[src/rtl/processor_scheduler_pkg.sv]
// Shared types for the round-robin processor scheduler.
// State encodings are fixed so processor-side blocks can decode them too.
package processor_scheduler_pkg;

  localparam int DEF_NUM_REQ = 4;

  typedef enum logic [1:0] {
    IDLE    = 2'd0,
    ISSUE   = 2'd1,
    CAPTURE = 2'd2,
    DONE    = 2'd3
  } state_t;

endpackage

[src/rtl/processor_scheduler_rr_pick.sv]
// Combinational round-robin pick: first set request after ptr, wrapping.
// Zero latency; no backpressure (pure function of req and ptr).
module processor_scheduler_rr_pick #(
  parameter int NUM_REQ = 4,
  parameter int IDX_W   = $clog2(NUM_REQ)
) (
  input  logic [NUM_REQ-1:0] req,
  input  logic [IDX_W-1:0]   ptr,
  output logic [NUM_REQ-1:0] win_oh,
  output logic [IDX_W-1:0]   win_idx,
  output logic               any_req
);

  logic [IDX_W-1:0] cand;
  logic             found;

  // Scan starts one past the last winner so the previous winner is considered last.
  always_comb begin
    win_oh  = '0;
    win_idx = '0;
    cand    = '0;
    found   = 1'b0;
    for (int i = 1; i <= NUM_REQ; i++) begin
      cand = IDX_W'((int'(ptr) + i) % NUM_REQ);
      if (!found && req[cand]) begin
        found         = 1'b1;
        win_idx       = cand;
        win_oh[cand]  = 1'b1;
      end
    end
  end

  assign any_req = |req;

endmodule

[src/rtl/processor_scheduler.sv]
// Round-robin sharing of one registered-AND processor among NUM_REQ requesters.
// Request-to-ack 3 cycles, one transaction per 4 cycles; losers simply keep req high.
module processor_scheduler
  import processor_scheduler_pkg::*;
#(
  parameter int NUM_REQ = DEF_NUM_REQ
) (
  input  logic               clk_i,
  input  logic               rst_ni,
  input  logic [NUM_REQ-1:0] req_i,
  input  logic [NUM_REQ-1:0] op_a_i,
  input  logic [NUM_REQ-1:0] op_b_i,
  output logic [NUM_REQ-1:0] gnt_o,
  output logic [NUM_REQ-1:0] ack_o,
  output logic               res_o,
  output logic               busy_o,
  output logic               proc_a_o,
  output logic               proc_b_o,
  input  logic               proc_res_i
);

  localparam int IDX_W = $clog2(NUM_REQ);

  state_t             state, state_nxt;
  logic [IDX_W-1:0]   ptr, pick_idx;
  logic [NUM_REQ-1:0] pick_oh, win_oh;
  logic               any_req, op_a, op_b, res;

  processor_scheduler_rr_pick #(
    .NUM_REQ (NUM_REQ),
    .IDX_W   (IDX_W)
  ) u_rr_pick (
    .req     (req_i),
    .ptr     (ptr),
    .win_oh  (pick_oh),
    .win_idx (pick_idx),
    .any_req (any_req)
  );

  always_comb begin
    state_nxt = state;
    gnt_o     = '0;
    ack_o     = '0;
    proc_a_o  = 1'b0;
    proc_b_o  = 1'b0;
    busy_o    = 1'b1;
    case (state)
      IDLE: begin
        busy_o = 1'b0;
        if (any_req) state_nxt = ISSUE;
      end
      ISSUE, CAPTURE: begin
        gnt_o     = win_oh;
        proc_a_o  = op_a;
        proc_b_o  = op_b;
        state_nxt = (state == ISSUE) ? CAPTURE : DONE;
      end
      DONE: begin
        gnt_o     = win_oh;
        ack_o     = win_oh;
        state_nxt = IDLE;
      end
      default: state_nxt = IDLE;
    endcase
  end

  // ptr resets to the top index so the first scan after reset starts at requester 0.
  always_ff @(posedge clk_i or negedge rst_ni) begin
    if (!rst_ni) begin
      state  <= IDLE;
      ptr    <= IDX_W'(NUM_REQ - 1);
      win_oh <= '0;
      op_a   <= 1'b0;
      op_b   <= 1'b0;
      res    <= 1'b0;
    end else begin
      state <= state_nxt;
      if (state == IDLE && any_req) begin
        ptr    <= pick_idx;
        win_oh <= pick_oh;
        op_a   <= op_a_i[pick_idx];
        op_b   <= op_b_i[pick_idx];
      end
      if (state == CAPTURE) res <= proc_res_i;
    end
  end

  assign res_o = res;

endmodule

[config.mk]
export PLATFORM = sky130hd
export DESIGN_NAME = processor_scheduler
export DESIGN_NICKNAME = d
export VERILOG_FILES = /design/src/rtl/processor_scheduler_pkg.sv /design/src/rtl/processor_scheduler_rr_pick.sv /design/src/rtl/processor_scheduler.sv
export SDC_FILE = /design/constraint.sdc
export NUM_CORES = 1
export LEC_CHECK = 0
export BUFFER_PORTS_ARGS = -buffer_cell sky130_fd_sc_hd__buf_2
export CAP_MARGIN = 30
export CORE_MARGIN = 1.5
export CORE_UTILIZATION = 53
export DETAILED_ROUTE_END_ITERATION = 10
export GPL_TIMING_DRIVEN = 0
export PLACE_DENSITY = 0.79
export SLEW_MARGIN = 30
export SYNTH_ARGS = -nofsm -noshare
export SYNTH_HDL_FRONTEND = slang
export SYNTH_SLANG_ARGS = --single-unit
[constraint.sdc]
create_clock -name clk_i -period 3.9 [get_ports clk_i]
set_input_delay 0.39 -clock clk_i [delete_from_list [all_inputs] [get_ports clk_i]]
set_output_delay 0.39 -clock clk_i [all_outputs]
set_load 0.01 [all_outputs]
# Word level (Yosys, flattened, before mapping)
# Index checks and enable logic that the tools add are counted.
# totals
elab_cells	80
reg_bits	11
in_bits	15
# op_classes
eq_ne	4
n_addsub	4
order_cmp	9
n_bitwise	3
muxes	39
n_reduce_logical	15
# op_table
operator	count
2-to-1 mux 4 bit	6
2-to-1 mux 1 bit	17
< comparator 2 x 3 -> 1 bit (second input constant)	5
binary-select mux 1 bit (select 2 bit)	6
bitwise OR 4 bit	3
2-to-1 mux 2 bit	5
demux 1 bit (select 2 bit)	4
greater-or-equal comparator 2 x 1 -> 1 bit (second input constant)	4
logical AND 1 bit	8
case mux 2 bit (3 select lines)	1
adder 2 x 1 -> 2 bit (second input constant)	2
adder 2 bit (second input constant)	2
== test 2 bit (second input constant)	2
OR reduction 4 bit	1
logical NOT 1 bit	3
OR reduction 3 bit	1
== test 2 x 1 -> 1 bit (second input constant)	1
logical NOT 2 bit	1
inequality test 2 bit (second input constant)	1
OR reduction 2 bit	1

# Longest topological paths before layout
# depth
ltp_word	15
mapped_depth	9
depth_no_buf	8

# Modules after synthesis
# From an unflattened synthesis, not the netlist that was laid out.
# hier_totals
hier_cells	115
area_unflattened_um2	1151.1
# by_module_without_submodules
mod	area_each_um2	seq_area_each_um2	instances	cells_each
processor_scheduler	610.6	277.8	1	45
processor_scheduler_rr_pick	540.5	0.0	1	70

# Worst setup path before layout
# No wires, ideal clock.
# synth_timing
path_type	register to register
startpoint	register ptr[0]
endpoint	register op_b
stages_incl_launch_ff	10
slack_ps	1061
t_arrival_ps	2707
path_buffers	2
t_required_ps	3768
setup_time_ps	132
path_cell_list	dfstp_2 -> buf_6 -> clkinv_1 -> ha_1 -> mux4_2 -> clkbuf_1 -> o21bai_1 -> a221o_1 -> o2111ai_2 -> o211ai_2
# synth_between
elab_chain_len	15
# synth_lines
element	line_no	source
from (decl)	processor_scheduler.sv:25	logic [IDX_W-1:0] ptr, pick_idx;
from (signal assigned)	processor_scheduler.sv:71	ptr <= IDX_W'(NUM_REQ - 1);
from (signal assigned)	processor_scheduler.sv:79	ptr <= pick_idx;
adder 2 x 1 -> 2 bit	processor_scheduler_rr_pick.sv:24	cand = IDX_W'((int'(ptr) + i) % NUM_REQ);
binary-select mux 1 bit (select 2 bit)	processor_scheduler_rr_pick.sv:25	if (!found && req[cand]) begin
2-to-1 mux 1 bit (implied by the code)	processor_scheduler_rr_pick.sv:25	
2-to-1 mux 1 bit	processor_scheduler_rr_pick.sv:25	
logical NOT 1 bit	processor_scheduler_rr_pick.sv:25	
logical AND 1 bit	processor_scheduler_rr_pick.sv:25	
2-to-1 mux 1 bit	processor_scheduler_rr_pick.sv:25	
logical NOT 1 bit	processor_scheduler_rr_pick.sv:25	
logical AND 1 bit	processor_scheduler_rr_pick.sv:25	
2-to-1 mux 1 bit	processor_scheduler_rr_pick.sv:25	
logical NOT 1 bit	processor_scheduler_rr_pick.sv:25	
logical AND 1 bit	processor_scheduler_rr_pick.sv:25	
2-to-1 mux 2 bit *	processor_scheduler_rr_pick.sv:25	
binary-select mux 1 bit (select 2 bit) *	processor_scheduler.sv:82	op_b <= op_b_i[pick_idx];
2-to-1 mux 1 bit (implied by the code) *	processor_scheduler.sv:82	
to (signal assigned)	processor_scheduler.sv:82	
to (decl)	processor_scheduler.sv:27	logic any_req, op_a, op_b, res;
# Every way passes the cells marked *; elsewhere a longest branch is shown, timed or not. The select of a mux whose other input is x is not followed.
# A chain may end at the register's enable or synchronous reset.

# Worst setup path after layout
# Same ends and word-level chain as after synthesis.

==> flow_summary.toml <==
[outcome]
outcome = "finished, final reports clean"

[die]
dieHeight_um = 50.1
core_box_area_sq_mm = 0.00202
initial_core_util_pct = 58.2
top_level_ports = 27
core.rowCount = 16
die-area_sq_mm = 0.00251
floorplan.die.width_um = 50.1

[synth]
synth.avg_cell_area_sq_um = 9.12
synth.ff_latch_count = 11
synth_sequential_area_ratio_pct = 23.6
synth_enable_flop_cells = 0
synthesis_warnings = 0
syn-cell-area_sq_mm = 0.00118
synth-main-ff-cell = "dfrtp_1"
share_of_async_settable_or_async_resettable_flops_after_synthesis_pct = 100
synthesis.nets = 156
yosysUniqueCellTypes = 42
synthesis.instances = 129

[placed_design]
routabilityCongestion = 0.887
postPlaceCellArea_sq_mm = 0.00134
pre_cts_slack_ns = 0.783
hpwl_um = 2010
placement.io_buffers = 25

[cts]
post_cts.repair.setup_buffers = 0
buffer_levels_on_the_longest_clock_path = 2
ctsRootBufferMaster = "clkbuf_4"
clock_pin_slew_on_the_worst_setup_and_hold_paths_ns = 0.07
clock_sink_count = 11
post_cts_resized = 0
cts.hold.buffers_added = 1
cts_tree = "yes"
cts_buf_count = 3
clock_latency_ns = 0.26
ctsHtreeMaxLevel = 1

[worst_setup_path]
cp-end-kind = "flip-flop"
critical_path.reg2reg.endpoint = "op_b"
critical_path.startpoint = "ptr[0]"
cpPeakStageDelay_ns = 0.59
timing.setup.critical_path_class = "reg -> reg"
ff2ff_setup_slack_ns = 0.77
critical_path.slowest_cell = "dfstp_2"
critical_path_buf_inv_count = 3
critical_path_required_ns = 4.05
worstReg2RegStart = "ptr[0]"
r2r.worst_path.cells = 9
total_stage_count_of_the_critical_path = 9
timing.critical_path.from_type = "flip-flop"
cpLargestDelayFamily = "compound AO/OA/AOI/OAI gates"
cp_data_arrival_time_ns = 3.28
critical_path.cell_chain = "buf_6 > clkinv_1 > ha_1 > mux4_2 > clkbuf_1 > o21bai_1 > a221o_1 > o2111ai_2 > o211ai_2"
timing.critical_path.fanout_max = 11
setup.worst_path.end = "op_b"

[routing]
number_of_design_rule_violations_left_by_the_first_detailed_router_iteration = 30
route.vias.total = 1105
drt_first_pass_iters = 4
vias_per_cell = 5.94
detail_route.wl_per_cell_um = 13.8
postRouteAntennaNets = 0
drc_viols = 0
postRouteWirelength_um = 2570

[worst_hold_path]
min-delay-path-class = "in -> reg"

[cells_and_area]
antenna-diode-count = 0
fillCellCount = 171
layout-area-overhead-vs-synth_pct = 16.6
final_util_pct = 67.8
finalInstanceArea_sq_mm = 0.00137
drive_above_1_share_pct = 28.9
finish.net_count = 187

[power]
pwr-share-seq_pct = 19.1
irDropWorstVdd_mv = 0.577
power_switching_w = 0.000578
power.share.switching_pct = 47.8
clockPowerShare_pct = 6.3
power.internal_w = 0.000630
leakage_nw = 0.639
share_comb_of_total_power_pct = 74.6
power_w = 0.00121
power.density_mw_per_mm2 = 881

[timing]
finalClockSkew_ns = 0.00249
grt_setup_unrepaired = "false"
relSlewSlack_pct = 57.9
worst_slew_pin_slew_ns = 0.630
maxSlewViolCount = 0
fin_tns_setup_ns = 0
layout_setup_ws_ns = 0.769
setup_viol = 0
post-route-min-period_ns = 3.13
final.period_utilization_pct = 80.3
max_freq_mhz = 319
timing_hold_violations_final = 0

[job]
max_cap_violations = 0

[global_routing]
grt_antenna_before_repair = 0
pin_count_of_the_biggest_net_entering_global_routing = 12
grt_pass1_vias = 1038
grt_first_pass_wirelength_um = 4550
grt_resource_usage_total_pct = 22.9
global_route.overflow_total = 0
==> cell families (layout without fill, tap and decap cells) <==
group,after synthesis,after routing,share of synthesized area (%)
adder cells (fa/ha/maj),12,12,12.8
AND/OR/NAND/NOR,36,36,17.1
buffers and inverters,17,47,7.13
flip-flops,11,11,23.6
XOR/XNOR,1,1,0.745
multiplexers,9,9,11.2
AO/OA/AOI/OAI,43,43,27.4
==> per-stage QoR <==
step | hold WS (ns) | std cells
after floorplan | 0.0944 | 129
final | 0.362 | 186
after CTS | 0.361 | 186
after global placement | 0.264 | 181
after global routing | 0.373 | 186
after detailed placement | 0.271 | 181
==> worst min-delay path by stage <==
| stage | from | to | slack [ns] | cells past startpoint |
|---|---|---|---|---|
| final | proc_res_i | res_o | 0.36 | 2 |
| after global routing | proc_res_i | res_o | 0.37 | 2 |
| after CTS | proc_res_i | res_o | 0.36 | 2 |
| after detailed placement | rst_ni | state[0] | 0.27 | 1 |
| after global placement | rst_ni | win_oh[1] | 0.26 | 1 |
| after floorplan | rst_ni | op_a | 0.09 | 0 |
==> power by group through the flow <==
| stage | sequential, W | clock (W) | combinational, W |
|---|---|---|---|
| finish | 0.000231 | 0.0000762 | 0.000901 |
| detailed placement | 0.000232 | 0 | 0.000895 |
| CTS | 0.000232 | 0.0000777 | 0.000904 |
| global placement | 0.000230 | 0 | 0.000863 |
| global route | 0.000241 | 0.0000805 | 0.00102 |
| floorplan | 0.000222 | 0 | 0.000694 |
==> cell type report <==
| type | instances | area, sq um | share of cell area, % |
|---|---|---|---|
| buffer | 8 | 50.0 | 3.65 |
| clock buffer | 4 | 26.3 | 1.92 |
| inverter | 9 | 33.8 | 2.46 |
| multi-input combinational | 101 | 815 | 59.4 |
| sequential | 11 | 278 | 20.3 |
| tap | 27 | 33.8 | 2.46 |
| timing repair buffer | 26 | 135 | 9.85 |
==> metal layers <==
layer | routed length (um) | share of wire [%] | vias to the layer above | GRT usage, %
li1 | - | - | 537 | -
met5 | 0 | 0 | - | 0
met4 | 34 | 1.3 | 0 | 9.72
met3 | 103 | 4.0 | 4 | 1.21
met2 | 1370 | 53 | 31 | 41.7
met1 | 1060 | 41 | 533 | 27.6
==> synth_stat cells (2+ instances only) <==
cell / count / area, sq um
ha_1: 12 / 150
dfrtp_1: 9 / 225
nand2_1: 9 / 33.8
inv_1: 8 / 30.0
a22oi_1: 7 / 52.6
and2_1: 7 / 43.8
o211ai_1: 7 / 52.6
o21ai_0: 7 / 35.0
nor2b_1: 5 / 31.3
a21oi_1: 4 / 20.0
buf_2: 4 / 20.0
nor2_1: 4 / 15.0
o21a_1: 4 / 30.0
mux2_2: 3 / 33.8
mux2i_1: 3 / 30.0
mux4_2: 3 / 67.6
a221o_1: 2 / 20.0
a311oi_1: 2 / 17.5
buf_6: 2 / 22.5
clkbuf_1: 2 / 7.51
dfstp_2: 2 / 52.6
nand2b_1: 2 / 12.5
or3b_2: 2 / 17.5
==> state kept, by name (all words and copies together) (netlist names) <==
| signal | cells |
|---|---|
| op_a | 1 |
| op_b | 1 |
| ptr | 2 |
| res_o | 1 |
| state | 2 |
| win_oh | 4 |
==> cell usage in the layout, fill, tap and decap left out, drive strengths merged, types with 5 or more instances in the layout <==
cell	netlist	routed
a22oi	7	7
and2	7	7
buf	6	31
clkbuf	2	6
dfrtp	9	9
ha	12	12
inv	8	8
nand2	9	9
nor2b	5	5
o211ai	8	8
o21ai	7	7
(Power assumes the default switching activity.)
